`src/rtl/otter_pkg.sv`:
```
// rtl/otter_pkg.sv - shared types and constants for the fetch stage
package otter_pkg;
    localparam int XLEN = 32;
    localparam logic [XLEN-1:0] NOP = 32'h00000013;

    typedef enum logic [2:0] {
        IDLE,
        REQ,
        WAIT,
        DRAIN,
        DONE
    } fetch_state_e;

    function automatic logic is_word_aligned(input logic [XLEN-1:0] addr);
        return addr[1:0] == 2'b00;
    endfunction
endpackage

```
`src/rtl/fetch_unit_if.sv`:
```
// rtl/fetch_unit_if.sv - instruction memory req/gnt/rvalid bus
interface fetch_unit_if;
    import otter_pkg::*;

    logic            mem_req;
    logic [XLEN-1:0] mem_addr;
    logic            mem_gnt;
    logic            mem_rvalid;
    logic [XLEN-1:0] mem_rdata;

    modport master (
        output mem_req,
        output mem_addr,
        input  mem_gnt,
        input  mem_rvalid,
        input  mem_rdata
    );

    modport slave (
        input  mem_req,
        input  mem_addr,
        output mem_gnt,
        output mem_rvalid,
        output mem_rdata
    );
endinterface

```
`src/rtl/fetch_unit_timeout_ctr.sv`:
```
// rtl/fetch_unit_timeout_ctr.sv - wait-cycle counter that flags TIMEOUT expiry
module fetch_timeout_ctr #(
    parameter int TIMEOUT = 16
) (
    input  logic clk,
    input  logic reset,
    input  logic clr_i,
    input  logic en_i,
    output logic expired_o
);
    localparam int CW = $clog2(TIMEOUT);

    logic [CW-1:0] cnt_q;

    // Holds at the terminal value so expiry stays asserted until the FSM leaves.
    always_ff @(posedge clk) begin
        if (!reset) begin
            cnt_q <= '0;
        end else if (clr_i) begin
            cnt_q <= '0;
        end else if (en_i && !expired_o) begin
            cnt_q <= cnt_q + CW'(1);
        end
    end

    assign expired_o = (cnt_q == CW'(TIMEOUT - 1));
endmodule

```
`src/rtl/fetch_unit.sv`:
```
// rtl/fetch_unit.sv - instruction fetch stage: one outstanding word read, IR latch, PCWrite pulse
module fetch_unit
    import otter_pkg::*;
#(
    parameter int              TIMEOUT  = 16,
    parameter logic [XLEN-1:0] RESET_IR = NOP
) (
    input  logic            clk,
    input  logic            reset,
    input  logic [XLEN-1:0] pc,
    input  logic            fetch_en,
    input  logic            flush,
    input  logic            ir_ack,
    fetch_unit_if.master    mem,
    output logic [XLEN-1:0] ir,
    output logic [XLEN-1:0] ir_pc,
    output logic            ir_valid,
    output logic            pc_write,
    output logic            misalign_fault,
    output logic            fetch_fault
);
    fetch_state_e    st_q;
    logic [XLEN-1:0] addr_q;
    logic            mem_req_q;
    logic [XLEN-1:0] ir_q;
    logic [XLEN-1:0] ir_pc_q;
    logic            ir_valid_q;
    logic            pc_write_q;
    logic            misalign_q;
    logic            fetch_fault_q;

    logic ctr_clr;
    logic ctr_en;
    logic expired;

    // Window restarts while requesting and again when a flush turns WAIT into DRAIN.
    assign ctr_clr = (st_q == REQ) || ((st_q == WAIT) && flush && !mem.mem_rvalid);
    assign ctr_en  = (st_q == WAIT) || (st_q == DRAIN);

    fetch_timeout_ctr #(
        .TIMEOUT (TIMEOUT)
    ) u_timeout (
        .clk       (clk),
        .reset     (reset),
        .clr_i     (ctr_clr),
        .en_i      (ctr_en),
        .expired_o (expired)
    );

    always_ff @(posedge clk) begin
        if (!reset) begin
            st_q          <= IDLE;
            addr_q        <= '0;
            mem_req_q     <= 1'b0;
            ir_q          <= RESET_IR;
            ir_pc_q       <= '0;
            ir_valid_q    <= 1'b0;
            pc_write_q    <= 1'b0;
            misalign_q    <= 1'b0;
            fetch_fault_q <= 1'b0;
        end else begin
            pc_write_q    <= 1'b0;
            misalign_q    <= 1'b0;
            fetch_fault_q <= 1'b0;
            case (st_q)
                IDLE: begin
                    if (fetch_en) begin
                        if (is_word_aligned(pc)) begin
                            addr_q    <= pc;
                            mem_req_q <= 1'b1;
                            st_q      <= REQ;
                        end else begin
                            misalign_q <= 1'b1;
                        end
                    end
                end
                REQ: begin
                    if (mem.mem_gnt) begin
                        mem_req_q <= 1'b0;
                        st_q      <= flush ? DRAIN : WAIT;
                    end else if (flush) begin
                        mem_req_q <= 1'b0;
                        st_q      <= IDLE;
                    end
                end
                WAIT: begin
                    if (mem.mem_rvalid) begin
                        if (flush) begin
                            st_q <= IDLE;
                        end else begin
                            ir_q       <= mem.mem_rdata;
                            ir_pc_q    <= addr_q;
                            ir_valid_q <= 1'b1;
                            pc_write_q <= 1'b1;
                            st_q       <= DONE;
                        end
                    end else if (flush) begin
                        st_q <= DRAIN;
                    end else if (expired) begin
                        fetch_fault_q <= 1'b1;
                        st_q          <= IDLE;
                    end
                end
                DRAIN: begin
                    if (mem.mem_rvalid || expired) begin
                        st_q <= IDLE;
                    end
                end
                DONE: begin
                    if (flush) begin
                        ir_valid_q <= 1'b0;
                        st_q       <= IDLE;
                    end else if (ir_ack) begin
                        ir_valid_q <= 1'b0;
                        if (fetch_en && is_word_aligned(pc)) begin
                            addr_q    <= pc;
                            mem_req_q <= 1'b1;
                            st_q      <= REQ;
                        end else begin
                            misalign_q <= fetch_en;
                            st_q       <= IDLE;
                        end
                    end
                end
                default: begin
                    st_q <= IDLE;
                end
            endcase
        end
    end

    assign mem.mem_req   = mem_req_q;
    assign mem.mem_addr  = addr_q;
    assign ir            = ir_q;
    assign ir_pc         = ir_pc_q;
    assign ir_valid      = ir_valid_q;
    assign pc_write      = pc_write_q;
    assign misalign_fault = misalign_q;
    assign fetch_fault   = fetch_fault_q;
endmodule

```
`src/flat_wrapper.sv`:
```
// flat-port wrapper written by rule: the top's interface ports become plain ports
module fetch_unit_flat import otter_pkg::*;
#(
    parameter int              TIMEOUT  = 16,
    parameter logic [XLEN-1:0] RESET_IR = NOP
)
  (clk, reset, pc, fetch_en, flush, ir_ack, ir, ir_pc, ir_valid, pc_write, misalign_fault, fetch_fault, mem_mem_req, mem_mem_addr, mem_mem_gnt, mem_mem_rvalid, mem_mem_rdata);
  fetch_unit_if mem_i ();
  input  logic clk;
  input  logic reset;
  input  logic [XLEN-1:0] pc;
  input  logic fetch_en;
  input  logic flush;
  input  logic ir_ack;
  output logic [XLEN-1:0] ir;
  output logic [XLEN-1:0] ir_pc;
  output logic ir_valid;
  output logic pc_write;
  output logic misalign_fault;
  output logic fetch_fault;
  output wire logic [$bits(mem_i.mem_req)-1:0] mem_mem_req;
  output wire logic [$bits(mem_i.mem_addr)-1:0] mem_mem_addr;
  input wire logic [$bits(mem_i.mem_gnt)-1:0] mem_mem_gnt;
  input wire logic [$bits(mem_i.mem_rvalid)-1:0] mem_mem_rvalid;
  input wire logic [$bits(mem_i.mem_rdata)-1:0] mem_mem_rdata;
  assign mem_mem_req = mem_i.mem_req;
  assign mem_mem_addr = mem_i.mem_addr;
  assign mem_i.mem_gnt = mem_mem_gnt;
  assign mem_i.mem_rvalid = mem_mem_rvalid;
  assign mem_i.mem_rdata = mem_mem_rdata;
  fetch_unit #(.TIMEOUT(TIMEOUT), .RESET_IR(RESET_IR)) u_core (.clk(clk), .reset(reset), .pc(pc), .fetch_en(fetch_en), .flush(flush), .ir_ack(ir_ack), .mem(mem_i), .ir(ir), .ir_pc(ir_pc), .ir_valid(ir_valid), .pc_write(pc_write), .misalign_fault(misalign_fault), .fetch_fault(fetch_fault));
endmodule
```
`config.mk`:
```
export PLATFORM = sky130hd
export DESIGN_NAME = fetch_unit_flat
export DESIGN_NICKNAME = d
export VERILOG_FILES = /design/src/rtl/otter_pkg.sv /design/src/rtl/fetch_unit_if.sv /design/src/rtl/fetch_unit_timeout_ctr.sv /design/src/rtl/fetch_unit.sv /design/src/flat_wrapper.sv
export SDC_FILE = /design/constraint.sdc
export NUM_CORES = 1
export LEC_CHECK = 0
export CORE_ASPECT_RATIO = 0.5
export CORE_UTILIZATION = 50
export CTS_BUF_LIST = sky130_fd_sc_hd__clkbuf_16
export CTS_CLUSTER_DIAMETER = 120
export DETAILED_ROUTE_END_ITERATION = 7
export DONT_BUFFER_PORTS = 1
export GPL_TIMING_DRIVEN = 0
export PLACE_DENSITY = 0.64
export RECOVER_POWER = 100
export SKIP_LAST_GASP = 1
export SYNTH_ARGS = -nofsm -noshare
export SYNTH_HDL_FRONTEND = slang
export SYNTH_SLANG_ARGS = --single-unit
```
`constraint.sdc`:
```
create_clock -name clk -period 2.2 [get_ports clk]
set_input_delay 0.44 -clock clk [delete_from_list [all_inputs] [get_ports clk]]
set_output_delay 0.44 -clock clk [all_outputs]
set_load 0.01 [all_outputs]
```
; ---- Yosys cells after proc, flatten, opt, wreduce, memory -nomap -nowiden
; Index checks and enable logic that the tools add are counted.
[word_totals]
mem_bits_rw = 0
register_bits = 108
latchBits = 0
mem_bits_ro = 0
n_memories = 0
[op_classes]
mux = 41
eq_ne = 16
n_bitwise = 3
mul = 0
shift = 0
add_sub_neg = 1
n_div = 0
n_reduce_logical = 22
magnitude_cmp = 0
[op_table]
columns = cell, count
row1 = 32-bit two-way mux, 5
row2 = 32-bit case mux with 2 select lines, 1
row3 = 3-bit two-way mux, 11
row4 = 1-bit two-way mux, 20
row5 = 3-bit case mux with 5 select lines, 1
row6 = "2-bit != test, second input constant", 6
row7 = 6-bit AND reduction, 2
row8 = 7-bit AND reduction, 1
row9 = "3-bit by 2-bit == test with 1-bit output, second input constant", 2
row10 = "3-bit != test, second input constant", 2
row11 = 3-bit AND reduction, 2
row12 = "4-bit by 1-bit adder with 4-bit output, second input constant", 1
row13 = "4-bit == test, second input constant", 1
row14 = 1-bit logical AND, 4
row15 = "2-bit by 1-bit != test with 1-bit output, second input constant", 2
row16 = "4-bit by 3-bit != test with 1-bit output, second input constant", 1
row17 = 1-bit case mux with 2 select lines, 2
row18 = 4-bit AND reduction, 1
row19 = 2-bit nonzero test, 2
row20 = 4-bit OR reduction, 1
row21 = "3-bit by 1-bit == test with 1-bit output, second input constant", 1
row22 = "3-bit == test, second input constant", 1
row23 = 3-bit logical NOT, 1
row24 = 1-bit logical OR, 3
row25 = 6 further kinds, 9

; ---- Logic depth before layout (Yosys ltp)
[logic_depth]
depth_word = 6
ltp_mapped = 8

; ---- Cells and area by module
; A second synthesis with hierarchy kept.
[unflattened]
cells_unflattened = 457
hier_area_um2 = 3976.3
[modules_own_cells]
columns = module, seq_area_each_um2, instances, area_per_inst_um2, cells_per_inst
row1 = fetch_unit, 2082.0, 1, 3778.6, 435
row2 = fetch_timeout_ctr, 80.1, 1, 197.7, 22

; ---- Worst setup path before layout
; OpenSTA, ideal clock, no wires.
[synth_timing]
path_type = input -> register
start = input fetch_en
end = register u_core.st_q[0]
setup_time_ns = 0.070
setup_slack_ns = 0.586
stages = 5
arrival_time_ns = 1.544
path_buffers = 0
cell_sequence = or3b_1 nor3_4 a211oi_1 a2111o_1 a21boi_1
[synth_between]
elab_chain_cells = 5
word_cells_on_any_way = 7
classes_between = eq/ne (1) / mux (4) / reduce/logical (2)
[synth_lines]
columns = element, line
row1 = "start, declared", flat_wrapper.sv:12  ; input logic fetch_en;
row2 = 1-bit logical AND, fetch_unit.sv:115  ; if (fetch_en && is_word_aligned(pc)) begin
row3 = 1-bit two-way mux, fetch_unit.sv:115
row4 = 3-bit two-way mux, fetch_unit.sv:113  ; end else if (ir_ack) begin
row5 = 3-bit two-way mux, fetch_unit.sv:110  ; if (flush) begin
row6 = 3-bit case mux with 5 select lines, fetch_unit.sv:65  ; case (st_q)
row7 = "end signal, assigned", fetch_unit.sv:80  ; st_q <= flush ? DRAIN : WAIT;
row8 = "end, declared", fetch_unit.sv:22  ; fetch_state_e st_q;
; Several ways; a longest one is shown, not always the timed one. The select of a mux whose other input is x is not followed.
; A chain may end at the register's enable or synchronous reset.

; ---- Worst setup path in the final report
[layout_timing]
start = register u_core.st_q[2]
end = register u_core.ir_q[21], in the netlist u_core.ir[21]
[layout_between]
elab_chain_cells = 2
[layout_lines]
columns = element, line
row1 = 3-bit by 2-bit == test with 1-bit output, fetch_unit.sv:65
row2 = 3-bit AND reduction (no line), n/a
row3 = "end signal, assigned", fetch_unit.sv:91  ; ir_q <= mem.mem_rdata;
row4 = "end, declared", fetch_unit.sv:25  ; logic [XLEN-1:0] ir_q;
; No other way between the ends.

==> metrics list <==
- The run finished with clean final reports.
* Area share of the largest cell type after synthesis: 0.5263
- In this run the tool buffered the top-level ports with 0 buffer cells.
- Final worst-path cycle share: 0.8799
* Wire length per cell: 16.19 um
- Compound-Gate Fraction of Synth Area: 0.1956
* Num Clock Sinks: around 110
* Clock transition time at the flip-flop clock pins of the worst setup and hold paths: approximately 0.070 ns
- Internal power comes to between 2 and 3 mW.
* Proportion of layout cells with a drive suffix above 1: 0.05600
- Of the total synthesized cell area, the portion taken by XOR and XNOR cells is 0.006397.
* Total count of hold-check failures in the final report: 0
- Cells on worst reg2reg path: 8
* Post-layout min period: between 1.5 and 2 ns
- Leakage power summed over all cells: 1.530 nW
- Starting DRT DRC Count: 115
- In this run the core area contains 22 standard-cell rows.
* Floorplan die height: about 66 um
* Slew headroom: 0.6603
- Summed over all instances, the cell type with the most area after synthesis is sky130_fd_sc_hd__dfxtp_1.
- Capture endpoint of the worst hold path: u_core.ir[4]$_SDFFE_PN1P_
* Leading cell types by total area after synthesis: sky130_fd_sc_hd__dfxtp_1, sky130_fd_sc_hd__nand2_1, sky130_fd_sc_hd__a21boi_1
* Count of nets after finishing: around 570
- NetSw: a little over 900 uW
- Proportion of power drawn by combinational gates: 0.059
- Summed area of non-filler cells in the final layout: around 0.0045 sq mm
- The initial antenna violation count came to 0.
- Number of maximum-capacitance violations: 0
- Via density per instance: just over 5
- Initial DRT Pass Iterations: 4
- Average cell area after synthesis: about 8.5 sq um
- CP startpoint kind: flop
- The number of global-route vias before repair was slightly below 3,000.
- Compared with the post-synthesis result, the final layout area differs by 10.36%.
- After clock tree synthesis, the repair step resized 0 gates.
- Across the VDD grid, the largest voltage drop is ~460 uV.
* Crit end category: flop
- The worst hold path was traced through 2 stages.
- Final global-route overflow total: 0
- Required time worst endpoint: approximately 2.5 ns
- The synthesized design contains 0 enable-type register cells.
- Arr. time, crit path: 2.19 ns
* First-pass GRT wire length: 15,040 um
- Remaining routing DRC violations: 0
- Switching share of power: 0.2352
- Of all nets on the critical path, the largest fanout is 10.
* Full die area: 0.008604 sq mm
- Summed over all failing endpoints, the final setup total negative slack is 0 ns.
- Of the synthesized area, sequential elements account for 0.5263.
- Simple-gate portion of the synthesized area: 0.2315
- Largest net degree at the start of global routing: 18
- In this run the worst hold path is classified as primary input to flop.
- Most instantiated cells after synthesis: sky130_fd_sc_hd__nand2_1, sky130_fd_sc_hd__dfxtp_1, sky130_fd_sc_hd__a21boi_1
- Post-CTS setup repair buffer count: 0
- Of all flip-flops after synthesis, the portion carrying an async set or reset was 0.
* CTS buffer count: 9
- Of the total synthesized cell area, the portion taken by full adders, half adders and majority gates is 0.003046.
- Startpoint of the worst hold path: mem_mem_rdata[4]
- Yosys printed 0 warnings.
- Number of buffers between clock root and the deepest sink: 2
- In this run the critical register-to-register path is launched from u_core.st_q[2]$_SDFFE_PN0P_.
- The clock tree synthesis step divided the H-tree into 3 levels.
* DIE WIDTH: between 100 and 150 um
- For the final database, setup skew stands at just over 0.004 ns.
- Post-cts hold buffer count: 0
- Cell area reported after detailed placement: between 0.004 and 0.005 sq mm
- For the pin with the worst max-slew slack, the measured transition is about 0.51 ns.
* Fin worst setup slack: approximately 0.26 ns
* Clock root buffer master: sky130_fd_sc_hd__clkbuf_16
- The share of total power dissipated in the clock network is 0.408.
* Upper clock frequency limit: 516.6 MHz
* Initial core utilization: 0.5387
- Setup repair after global routing left no endpoint under its margin.
- Excluding fillers, the count of instances in the completed layout stands at approximately 600.
- Core area: roughly 0.0076 sq mm
* Category of the critical setup timing path: flop to flop
- Detailed placement ended at an HPWL of approximately 7200 um.
* Number of antenna-violating nets in the routed design: 0
- The clock reaches the later pin of the worst-skew pair after between 0.3 and 0.4 ns.
- Of the total power, registers draw 0.532.
- Clock tree from TritonCTS: yes
* Portion of netlist area occupied by mux cells: 0.002437
- Worst reg2reg endpoint: u_core.ir[21]$_SDFFE_PN0P_
- Among all cell types in the netlist, the one instantiated most often is sky130_fd_sc_hd__nand2_1.
- Slack of the worst reg-to-reg path: 0.26 ns
- Worst setup timing slack at the placement stage: ~0.17 ns
* Cells after synthesis: 484
- Leading register cell type out of synthesis: sky130_fd_sc_hd__dfxtp_1
* Inst Count DP: between 500 and 600
- I/O pin count: ~170
* Total track usage: 0.2331
- The number of nets in the synthesized netlist is ~560.
- Routability congestion estimate from global placement: 0.7408
* Final wirelength: just under 10,000 um
- Via count: between 3,000 and 4,000
* Library cells used by synthesis: 34
* Fraction of the core area covered by cells at the end of the flow: 0.5945
- Number of pins exceeding their max-slew limit in the final report: 0
* Summed instance area of the synthesized netlist: between 0.004 and 0.005 sq mm
- After synthesis, the largest family of logic cells by area is simple AND/OR/NAND/NOR gates.
- Flop and latch count out of synthesis: between 100 and 150
* ANT cells: 0
- Count of endpoints failing setup in the final report: 0
* Power per unit of standard cell area: ~860 mW/mm^2
-- cell families (layout without fill, tap and decap cells) --
group           after synthesis  in the layout
simple gates                230            230
compound gates              108            108
xor+xnor                      3              3
fa+ha+maj                     1              1
buf+inv                      33             49
mux                           1              1
flops                       108            108
-- registers in the layout (all words and copies together) (netlist names) --
signal                  cells
u_core.u_timeout.cnt_q      4
u_core.mem.mem_addr        32
u_core.mem.mem_req          1
u_core.misalign_fault       1
u_core.fetch_fault          1
u_core.ir                  32
u_core.ir_pc               32
u_core.st_q                 3
u_core.pc_write             1
u_core.ir_valid             1
-- stage by stage --
stage	hold slack [ns]	power [mW]
after floorplan	0.4787	2.291
after global placement	0.4869	2.357
after detailed placement	0.4949	2.359
after CTS	0.2105	3.946
after global routing	0.2246	4.052
final	0.2216	3.895
-- metal layers --
| layer | global-route usage | up-vias | part of all wire | routed length [um] |
|---|---|---|---|---|
| met5 | 0 | - | 0 | 0 |
| met2 | 0.3836 | 107 | 0.45 | 4431 |
| li1 | - | 1603 | - | - |
| met3 | 0.09547 | 4 | 0.098 | 969 |
| met1 | 0.2851 | 1401 | 0.45 | 4404 |
| met4 | 0.05378 | 0 | 0.0042 | 41 |
-- power groups by stage --
stage	Sequential, mW	Clock [mW]	Combinational (mW)
final	2.07	1.59	0.232
after global routing	2.08	1.71	0.265
after CTS	2.07	1.63	0.241
after detailed placement	2.12	0	0.240
after global placement	2.12	0	0.239
after floorplan	2.10	0	0.189
-- worst max-delay path, stage by stage (launching register included) --
cell                       delay, ns
sky130_fd_sc_hd__dfxtp_1        0.30
sky130_fd_sc_hd__buf_4          0.15
sky130_fd_sc_hd__nand2b_1       0.17
sky130_fd_sc_hd__nor3_2         0.20
sky130_fd_sc_hd__and2_0         0.23
sky130_fd_sc_hd__buf_2          0.28
sky130_fd_sc_hd__clkbuf_2       0.27
sky130_fd_sc_hd__nand2_1        0.08
sky130_fd_sc_hd__a21boi_0       0.18
-- how the worst max path moves through the flow --
stage	startpoint	endpoint	cells after the start
after detailed placement	flush	u_core.ir_pc[12]$_SDFFE_PN0P_	6
after global placement	flush	u_core.ir_pc[20]$_SDFFE_PN0P_	6
after global routing	u_core.st_q[2]$_SDFFE_PN0P_	u_core.ir_pc[8]$_SDFFE_PN0P_	8
after CTS	u_core.st_q[0]$_SDFFE_PN0P_	u_core.mem.mem_addr[1]$_SDFFE_PN0P_	5
final	u_core.st_q[2]$_SDFFE_PN0P_	u_core.ir[21]$_SDFFE_PN0P_	8
after floorplan	fetch_en	u_core.st_q[0]$_SDFFE_PN0P_	5
-- layout make-up --
| cell class | instances | area, sq um |
|---|---|---|
| multi-input combinational | 343 | 1803 |
| sequential | 108 | 2162 |
| inverter | 1 | 3.754 |
| clock inverter | 7 | 67.56 |
| fill | 738 | 3092 |
| buffer | 32 | 136.4 |
| clock buffer | 9 | 225.2 |
| tap | 108 | 135.1 |
-- placed cells by master (no fill, tap or decap), drive strengths merged, types with 2 or more instances in the layout --
master	instances
a211oi	3
a21boi	92
a21oi	2
and2	3
and3	5
buf	4
clkbuf	37
dfxtp	108
inv	5
nand2	193
nand2b	4
nand3	4
nor2	9
nor2b	4
nor3	3
o21ai	5
o221a	2
or3b	2
xor2	2
Power figures use the tool's default switching activity.
